**src/rtl/mem_walker_pkg.sv**
```systemverilog
// Shared types and helpers for the nested-stride memory walker.
package mem_walker_pkg;

  typedef enum logic [1:0] {
    ST_IDLE  = 2'd0,
    ST_CFG   = 2'd1,
    ST_RUN   = 2'd2,
    ST_DRAIN = 2'd3
  } walk_state_e;

  localparam int unsigned BUF_DEPTH  = 2;
  localparam int unsigned BUF_PTR_W  = 1;
  localparam int unsigned BUF_CNT_W  = 2;
  localparam int unsigned SEXT_MAX_W = 64;

  // Sign-extends the low `width` bits of value to SEXT_MAX_W bits.
  function automatic logic [SEXT_MAX_W-1:0] sign_extend(input logic [SEXT_MAX_W-1:0] value,
                                                        input int unsigned width);
    logic [SEXT_MAX_W-1:0] shifted;
    shifted = value << (SEXT_MAX_W - width);
    return $unsigned($signed(shifted) >>> (SEXT_MAX_W - width));
  endfunction

endpackage

```
**src/rtl/mem_walker_out_fifo.sv**
```systemverilog
// Two-entry valid/ready output buffer; a push while full is accepted only
// when the head is popped in the same cycle.
module mem_walker_out_fifo
  import mem_walker_pkg::*;
#(
  parameter int DATA_W = 48
) (
  input  logic                 clk,
  input  logic                 reset,
  input  logic                 push_valid,
  input  logic [DATA_W-1:0]    push_data,
  input  logic                 pop_ready,
  output logic [DATA_W-1:0]    out_data,
  output logic                 out_valid,
  output logic [BUF_CNT_W-1:0] count
);

  logic [DATA_W-1:0]    mem_q [BUF_DEPTH];
  logic [DATA_W-1:0]    mem_d [BUF_DEPTH];
  logic [BUF_PTR_W-1:0] wr_ptr_q, wr_ptr_d;
  logic [BUF_PTR_W-1:0] rd_ptr_q, rd_ptr_d;
  logic [BUF_CNT_W-1:0] count_q, count_d;
  logic                 full, pop, push;

  assign out_valid = count_q != '0;
  assign out_data  = mem_q[rd_ptr_q];
  assign count     = count_q;
  assign full      = count_q == BUF_CNT_W'(BUF_DEPTH);
  assign pop       = out_valid && pop_ready;
  assign push      = push_valid && (!full || pop);

  always_comb begin
    // NOTE: every variable gets its hold value first, so no path leaves it unassigned and no latch is inferred.
    mem_d    = mem_q;
    wr_ptr_d = wr_ptr_q;
    rd_ptr_d = rd_ptr_q;
    if (push) begin
      mem_d[wr_ptr_q] = push_data;
      wr_ptr_d        = wr_ptr_q + BUF_PTR_W'(1);
    end
    if (pop) begin
      rd_ptr_d = rd_ptr_q + BUF_PTR_W'(1);
    end
    count_d = count_q + BUF_CNT_W'(push) - BUF_CNT_W'(pop);
  end

  // NOTE: sequential state uses non-blocking assignments so all flops update from pre-edge values.
  always_ff @(posedge clk or negedge reset) begin
    if (!reset) begin
      // NOTE: the storage is reset explicitly so addr_out reads 0 out of reset, not X.
      for (int i = 0; i < int'(BUF_DEPTH); i++) begin
        mem_q[i] <= '0;
      end
      wr_ptr_q <= '0;
      rd_ptr_q <= '0;
      count_q  <= '0;
    end else begin
      mem_q    <= mem_d;
      wr_ptr_q <= wr_ptr_d;
      rd_ptr_q <= rd_ptr_d;
      count_q  <= count_d;
    end
  end

endmodule

```
**src/rtl/mem_walker_stride_nest.sv**
```systemverilog
// Nested-loop address walker: addr = base + sum(idx_i * stride_i) with signed strides.
// Optional MEM_WALKER_ZERO_STRIDE_SUPPRESS_EN: zero-stride steps push no beat.
module mem_walker_stride_nest
  import mem_walker_pkg::*;
#(
  parameter int NUM_LOOPS     = 16,
  parameter int LOOP_ID_W     = 4,
  parameter int ADDR_WIDTH    = 48,
  parameter int ADDR_STRIDE_W = 16
) (
  input  logic                     clk,
  input  logic                     reset,
  input  logic [ADDR_WIDTH-1:0]    base_addr,
  input  logic                     loop_init,
  input  logic                     loop_enter,
  input  logic                     loop_index_valid,
  input  logic                     loop_exit,
  input  logic [LOOP_ID_W-1:0]     loop_index,
  input  logic                     loop_ctrl_done,
  input  logic                     cfg_addr_stride_v,
  input  logic [ADDR_STRIDE_W-1:0] cfg_addr_stride,
  output logic [ADDR_WIDTH-1:0]    addr_out,
  output logic                     addr_out_valid,
  input  logic                     addr_out_ready,
  output logic                     loop_stall,
  output logic                     busy,
  output logic                     cfg_err
);

  localparam logic [LOOP_ID_W:0] TABLE_FULL = (LOOP_ID_W + 1)'(NUM_LOOPS);

  walk_state_e              state_q, state_d;
  logic [LOOP_ID_W:0]       cnt_q, cnt_d;
  logic [ADDR_STRIDE_W-1:0] stride_q [NUM_LOOPS];
  logic [ADDR_STRIDE_W-1:0] stride_d [NUM_LOOPS];
  logic [ADDR_WIDTH-1:0]    itr_q    [NUM_LOOPS];
  logic [ADDR_WIDTH-1:0]    itr_d    [NUM_LOOPS];
  logic [ADDR_WIDTH-1:0]    cur_q, cur_d;
  logic                     err_q, err_d;

  logic                     fifo_push, fifo_pop, fifo_full;
  logic [ADDR_WIDTH-1:0]    fifo_push_data;
  logic [BUF_CNT_W-1:0]     fifo_count;
  logic                     in_range, cfg_state, step_pushes;
  logic [ADDR_WIDTH-1:0]    step_stride, step_sum;
  logic                     unused_exit;

  // Loop exit carries no address effect; it is accepted and discarded.
  assign unused_exit = loop_exit;

  assign fifo_pop    = addr_out_valid && addr_out_ready;
  assign fifo_full   = fifo_count == BUF_CNT_W'(BUF_DEPTH);
  assign cfg_state   = (state_q == ST_IDLE) || (state_q == ST_CFG);
  assign in_range    = {1'b0, loop_index} < cnt_q;
  assign step_stride = in_range
                     ? ADDR_WIDTH'(sign_extend(SEXT_MAX_W'(stride_q[loop_index]), ADDR_STRIDE_W))
                     : '0;
  // Enter+step in one cycle restarts the loop from the current address.
  assign step_sum    = (loop_enter ? cur_q : itr_q[loop_index]) + step_stride;

`ifdef MEM_WALKER_ZERO_STRIDE_SUPPRESS_EN
  assign step_pushes = step_stride != '0;
`else
  assign step_pushes = 1'b1;
`endif

  always_comb begin
    state_d        = state_q;
    cnt_d          = cnt_q;
    stride_d       = stride_q;
    itr_d          = itr_q;
    cur_d          = cur_q;
    err_d          = err_q;
    fifo_push      = 1'b0;
    fifo_push_data = '0;

    if (cfg_addr_stride_v) begin
      if (cfg_state && (cnt_q != TABLE_FULL)) begin
        stride_d[cnt_q[LOOP_ID_W-1:0]] = cfg_addr_stride;
        cnt_d                          = cnt_q + 1'b1;
      end else begin
        err_d = 1'b1;
      end
    end

    if (loop_init && (state_q != ST_DRAIN)) begin
      cur_d          = base_addr;
      fifo_push      = 1'b1;
      fifo_push_data = base_addr;
    end else if (state_q == ST_RUN) begin
      if (loop_index_valid) begin
        itr_d[loop_index] = step_sum;
        cur_d             = step_sum;
        fifo_push         = step_pushes;
        fifo_push_data    = step_sum;
        if (!in_range) begin
          err_d = 1'b1;
        end
      end else if (loop_enter) begin
        itr_d[loop_index] = cur_q;
      end
    end

    if (fifo_push && fifo_full && !fifo_pop) begin
      err_d = 1'b1;
    end

    case (state_q)
      ST_IDLE: begin
        if (loop_init)              state_d = ST_RUN;
        else if (cfg_addr_stride_v) state_d = ST_CFG;
      end
      ST_CFG: begin
        if (loop_init) state_d = ST_RUN;
      end
      ST_RUN: begin
        if (loop_ctrl_done) state_d = ST_DRAIN;
      end
      ST_DRAIN: begin
        // Leave on the last handshake so busy drops together with addr_out_valid.
        if ((fifo_count == '0) || ((fifo_count == BUF_CNT_W'(1)) && fifo_pop)) begin
          state_d = ST_IDLE;
          cnt_d   = '0;
        end
      end
      default: state_d = ST_IDLE;
    endcase
  end

  always_ff @(posedge clk or negedge reset) begin
    if (!reset) begin
      state_q <= ST_IDLE;
      cnt_q   <= '0;
      cur_q   <= '0;
      err_q   <= 1'b0;
      for (int i = 0; i < NUM_LOOPS; i++) begin
        stride_q[i] <= '0;
        itr_q[i]    <= '0;
      end
    end else begin
      state_q  <= state_d;
      cnt_q    <= cnt_d;
      cur_q    <= cur_d;
      err_q    <= err_d;
      stride_q <= stride_d;
      itr_q    <= itr_d;
    end
  end

  mem_walker_out_fifo #(
    .DATA_W(ADDR_WIDTH)
  ) u_out_fifo (
    .clk       (clk),
    .reset     (reset),
    .push_valid(fifo_push),
    .push_data (fifo_push_data),
    .pop_ready (addr_out_ready),
    .out_data  (addr_out),
    .out_valid (addr_out_valid),
    .count     (fifo_count)
  );

  assign loop_stall = (fifo_count != '0) && !fifo_pop;
  assign busy       = state_q != ST_IDLE;
  assign cfg_err    = err_q;

endmodule

```
**config.mk**
```make
export PLATFORM = sky130hd
export DESIGN_NAME = mem_walker_stride_nest
export DESIGN_NICKNAME = d
export VERILOG_FILES = /design/src/rtl/mem_walker_pkg.sv /design/src/rtl/mem_walker_out_fifo.sv /design/src/rtl/mem_walker_stride_nest.sv
export SDC_FILE = /design/constraint.sdc
export NUM_CORES = 2
export LEC_CHECK = 0
export CAP_MARGIN = 25
export CORE_AREA = 5 5 324 326
export DETAILED_ROUTE_END_ITERATION = 12
export DIE_AREA = 0 0 329 331
export GPL_TIMING_DRIVEN = 0
export HOLD_SLACK_MARGIN = 0.06
export PLACE_DENSITY = 0.72
export SYNTH_ARGS = -nofsm -noshare
export SYNTH_HDL_FRONTEND = slang
export SYNTH_SLANG_ARGS = --single-unit
```
**constraint.sdc**
```tcl
create_clock -name clk -period 7.5 [get_ports clk]
set_clock_uncertainty 0.15 [all_clocks]
set_input_delay 2.25 -clock clk [delete_from_list [all_inputs] [get_ports clk]]
set_output_delay 2.25 -clock clk [all_outputs]
set_load 0.02 [all_outputs]
```
==> results.md <==
- Final Hold Fails: 0
- Grt ovf: 0
- Post-synthesis register bit count: 1180
- DRT iter0 DRCs: 5145
- CP endpoint kind: flip-flop
- DR vias/cell: 6.46
- CTS tree: done
- Psw: 9780 uW
- Pins Over Slew Limit: 0
- Slowest cell on crit path: mux4_2
- Post-synth EDFFs: 0
- WS Path Type: input pin to flip-flop
- Post-synthesis cell count: 4930
- Largest stage delay, worst path: 0.43 ns
- Clk buf depth: 3
- Vias in the first global route: 43600
- RSZ-0062 raised after global routing: no
- CTS H-tree depth: 3
- Sequential element share of the synthesized area: 53.1%
- Critical Path Start Type: input pin
- Drt drc: 0
- Comb pwr share: 36.7%
- Rows: 117
- Fraction of layout cells with a size suffix above 1: 21.2%
- Number of port buffers: 125
- Levels on crit path: 26
- Worst path bufs/invs: 10
- Syn Nets: 5054
- Count of cell types in the netlist: 84
- CTS buffer count: 118
- DP HPWL: 135000 um
- Worst hold slack: 0.326 ns
- Met3 routed WL: 19200 um
- Worst Tran Pin Value: 1.18 ns
- Max-slew headroom: 21.3%
- Kind of cell adding the most delay to the critical path: buffers and inverters
- Clk network pwr share: 23.8%
- Leak: 0.0288 uW
- Final setup fails: 0
- R2R depth: 23
- Fin crit period: 7.47 ns
- Max-cap violation count: 0
- Die Y: 331 um
- P&R area growth vs syn: 17.1%
- Uppermost layer routed: met5
- Hold Path Depth: 2
- Post-route ant nets: 0
- Overall Power: 26800 uW
- Max frequency: 0.134 GHz
- Routed wl met2: 86700 um
- Required time of the critical path: 7.92 ns
- Clock Latency Late Sink: 0.75 ns
- Synthesized cell area: 0.0556 mm2
- Top-area cell type share of the netlist area: 53.1%
- Syn. warnings: 0
- Routability cong.: 0.998
- Syn_area_per_cell: 11.3 um2
- Power Dens Cells: 412 mW/mm2
- First-pass GRT wire length: 284000 um
- Initial cell density of the core: 54.8%
- Filler Cells Inserted: 7899
- First-pass detailed-route iteration total: 6
- Number of I/O pins: 129
- CP Data Arrival Time: 7.89 ns
- WL per Instance: 28.6 um
- Outcome: finished, final reports clean
- Sw Share: 36.5%
- Drt total wl: 191000 um
- Clock sink count: 1180
- Async S/R FF share, synth: 100%
- Initial antenna violation count: 9
- Worst-path fanout max: 10
- Wl on met1: 72300 um
- Final period utilization: 99.6%
- Gr usage total: 35.2%
- Placeable core area: 0.101 mm2
- Clk pin slew, worst setup/hold paths: 0.06 ns
- Root Buffer: clkbuf_16
- Die area: 0.109 mm2
- Worst VDD drop: 0.345 mV
- Final net count: 5350
- Total number of vias: 43300
- Seq pwr share: 39.6%
- Maximum number of pins on one net before global-route repair: 184
- Int Pwr: 17000 uW
- Area contributors post-synth: dfrtp_1 (53%), mux4_2 (12%), mux2_2 (7.0%), nand2_1 (6.6%), o21ai_0 (6.6%)
- Die W: 329 um
- Ys flop type: dfrtp_1
- Hold Crit Class: flip-flop to flip-flop
- Post-synth top area cell: dfrtp_1
[flip-flops by register name, summed over array words and instances, names as in the netlist]
register,cells
stride_q,256
u_out_fifo.rd_ptr_q,1
cnt_q,5
u_out_fifo.count,2
cur_q,48
cfg_err,1
state_q,2
u_out_fifo.wr_ptr_q,1
u_out_fifo.mem_q,96
itr_q,768
[worst paths after layout]
path	startpoint	endpoint	slack (ns)
hold / removal	itr_q[18]	itr_q[18]	0.33
setup reg to reg	cnt_q[1]	itr_q[503]	1.31
max in group asynchronous	reset	stride_q[165]	3.36
setup / recovery	loop_index[2]	itr_q[512]	0.03
hold reg to reg	itr_q[18]	itr_q[18]	0.33
min in group asynchronous	reset	itr_q[699]	1.28
[cells in the mapped netlist (all sizes together), types with 26 or more instances]
cell type  instances
a21oi            157
a22oi             34
a31oi             40
buf               80
clkbuf           314
dfrtp           1180
ha                46
inv               32
mux2             345
mux2i             67
mux4             298
nand2            984
nand3             28
nor2             218
nor2b             26
o21ai            750
xnor2             43
[metrics by stage]
step / cells / instance area, um2 / util (%) / TNS [ns] / setup WS, ns
2_1_floorplan: 4930 / 56100 / - / -1.41 / -0.0656
4_1_cts: 6674 / 64700 / 63.8 / -0.199 / -0.0391
3_5_place_dp: 6440 / 59300 / 58.5 / -2043.43 / -3.39
5_1_grt: 6695 / 65100 / 64.2 / 0 / 0.00204
6_report: 6700 / 65100 / 64.2 / 0 / 0.0315
3_3_place_gp: 6423 / 59000 / 58.2 / - / -49.24
[what timing repair did]
| action | in CTS | in global routing |
|---|---|---|
| buffers inserted | 23 | 19 |
| setup endpoints to repair | 862 | 367 |
| hold buffers | 0 | 0 |
| gates resized for setup | 200 | 60 |
| pin swaps | 14 | 8 |
| gates cloned | 5 | 2 |
[power groups by stage]
stage	Sequential, uW	Combinational [uW]	Clock (uW)
after floorplan	10100	6230	0
after global placement	10600	8940	0
after detailed placement	10600	9200	0
after CTS	10500	9580	6380
after global routing	10900	10600	6650
final	10600	9820	6370
[final cells by class]
| type | count | area [um2] | share of cell area [%] |
|---|---|---|---|
| plain buffers | 376 | 2370 | 3.64 |
| clock buffers | 172 | 3500 | 5.38 |
| well taps | 1368 | 1710 | 2.63 |
| repair buffers | 194 | 2170 | 3.34 |
| flip-flops and latches | 1180 | 29500 | 45.4 |
| clock inverters | 49 | 689 | 1.06 |
| multi-input cells | 3324 | 25000 | 38.4 |
| diodes | 5 | 12.5 | 0.0192 |
| inverters | 32 | 120 | 0.185 |
[cell usage in the layout, fill, tap and decap left out, types with 121 or more instances in the layout]
master,n
dfrtp_1,1180
nand2_1,979
o21ai_0,731
mux2_2,345
mux4_2,298
clkbuf_1,276
nor2_1,214
a21oi_1,151
clkbuf_16,138
clkdlybuf4s50_1,121
[cells by family after synthesis]
kind of cell    share of synthesized area [%]
simple gates                             9.91
xor+xnor                                0.927
compound gates                           11.6
mux                                      20.3
fa+ha+maj                                1.13
buf+inv                                  3.08
flops                                    53.1
[per-layer routing]
layer	track usage (%)	vias to the layer above
li1	-	18100
met3	9.25	550
met5	0	-
met1	46.7	22300
met2	53.2	2362
met4	20.0	8
[worst register-to-register path: cells and delay by family, from the launching register on]
family | cells | cell delay (ns)
AOI/OAI and AO/OA | 8 | 1.65
muxes | 1 | 0.21
buffers and inverters | 6 | 1.64
xor gates and xnor gates | 1 | 0.14
DFF | 1 | 0.41
adders and majority gates | 2 | 0.68
and+or+nand+nor | 5 | 1.15
No activity file was read; power rests on OpenSTA's default activity.
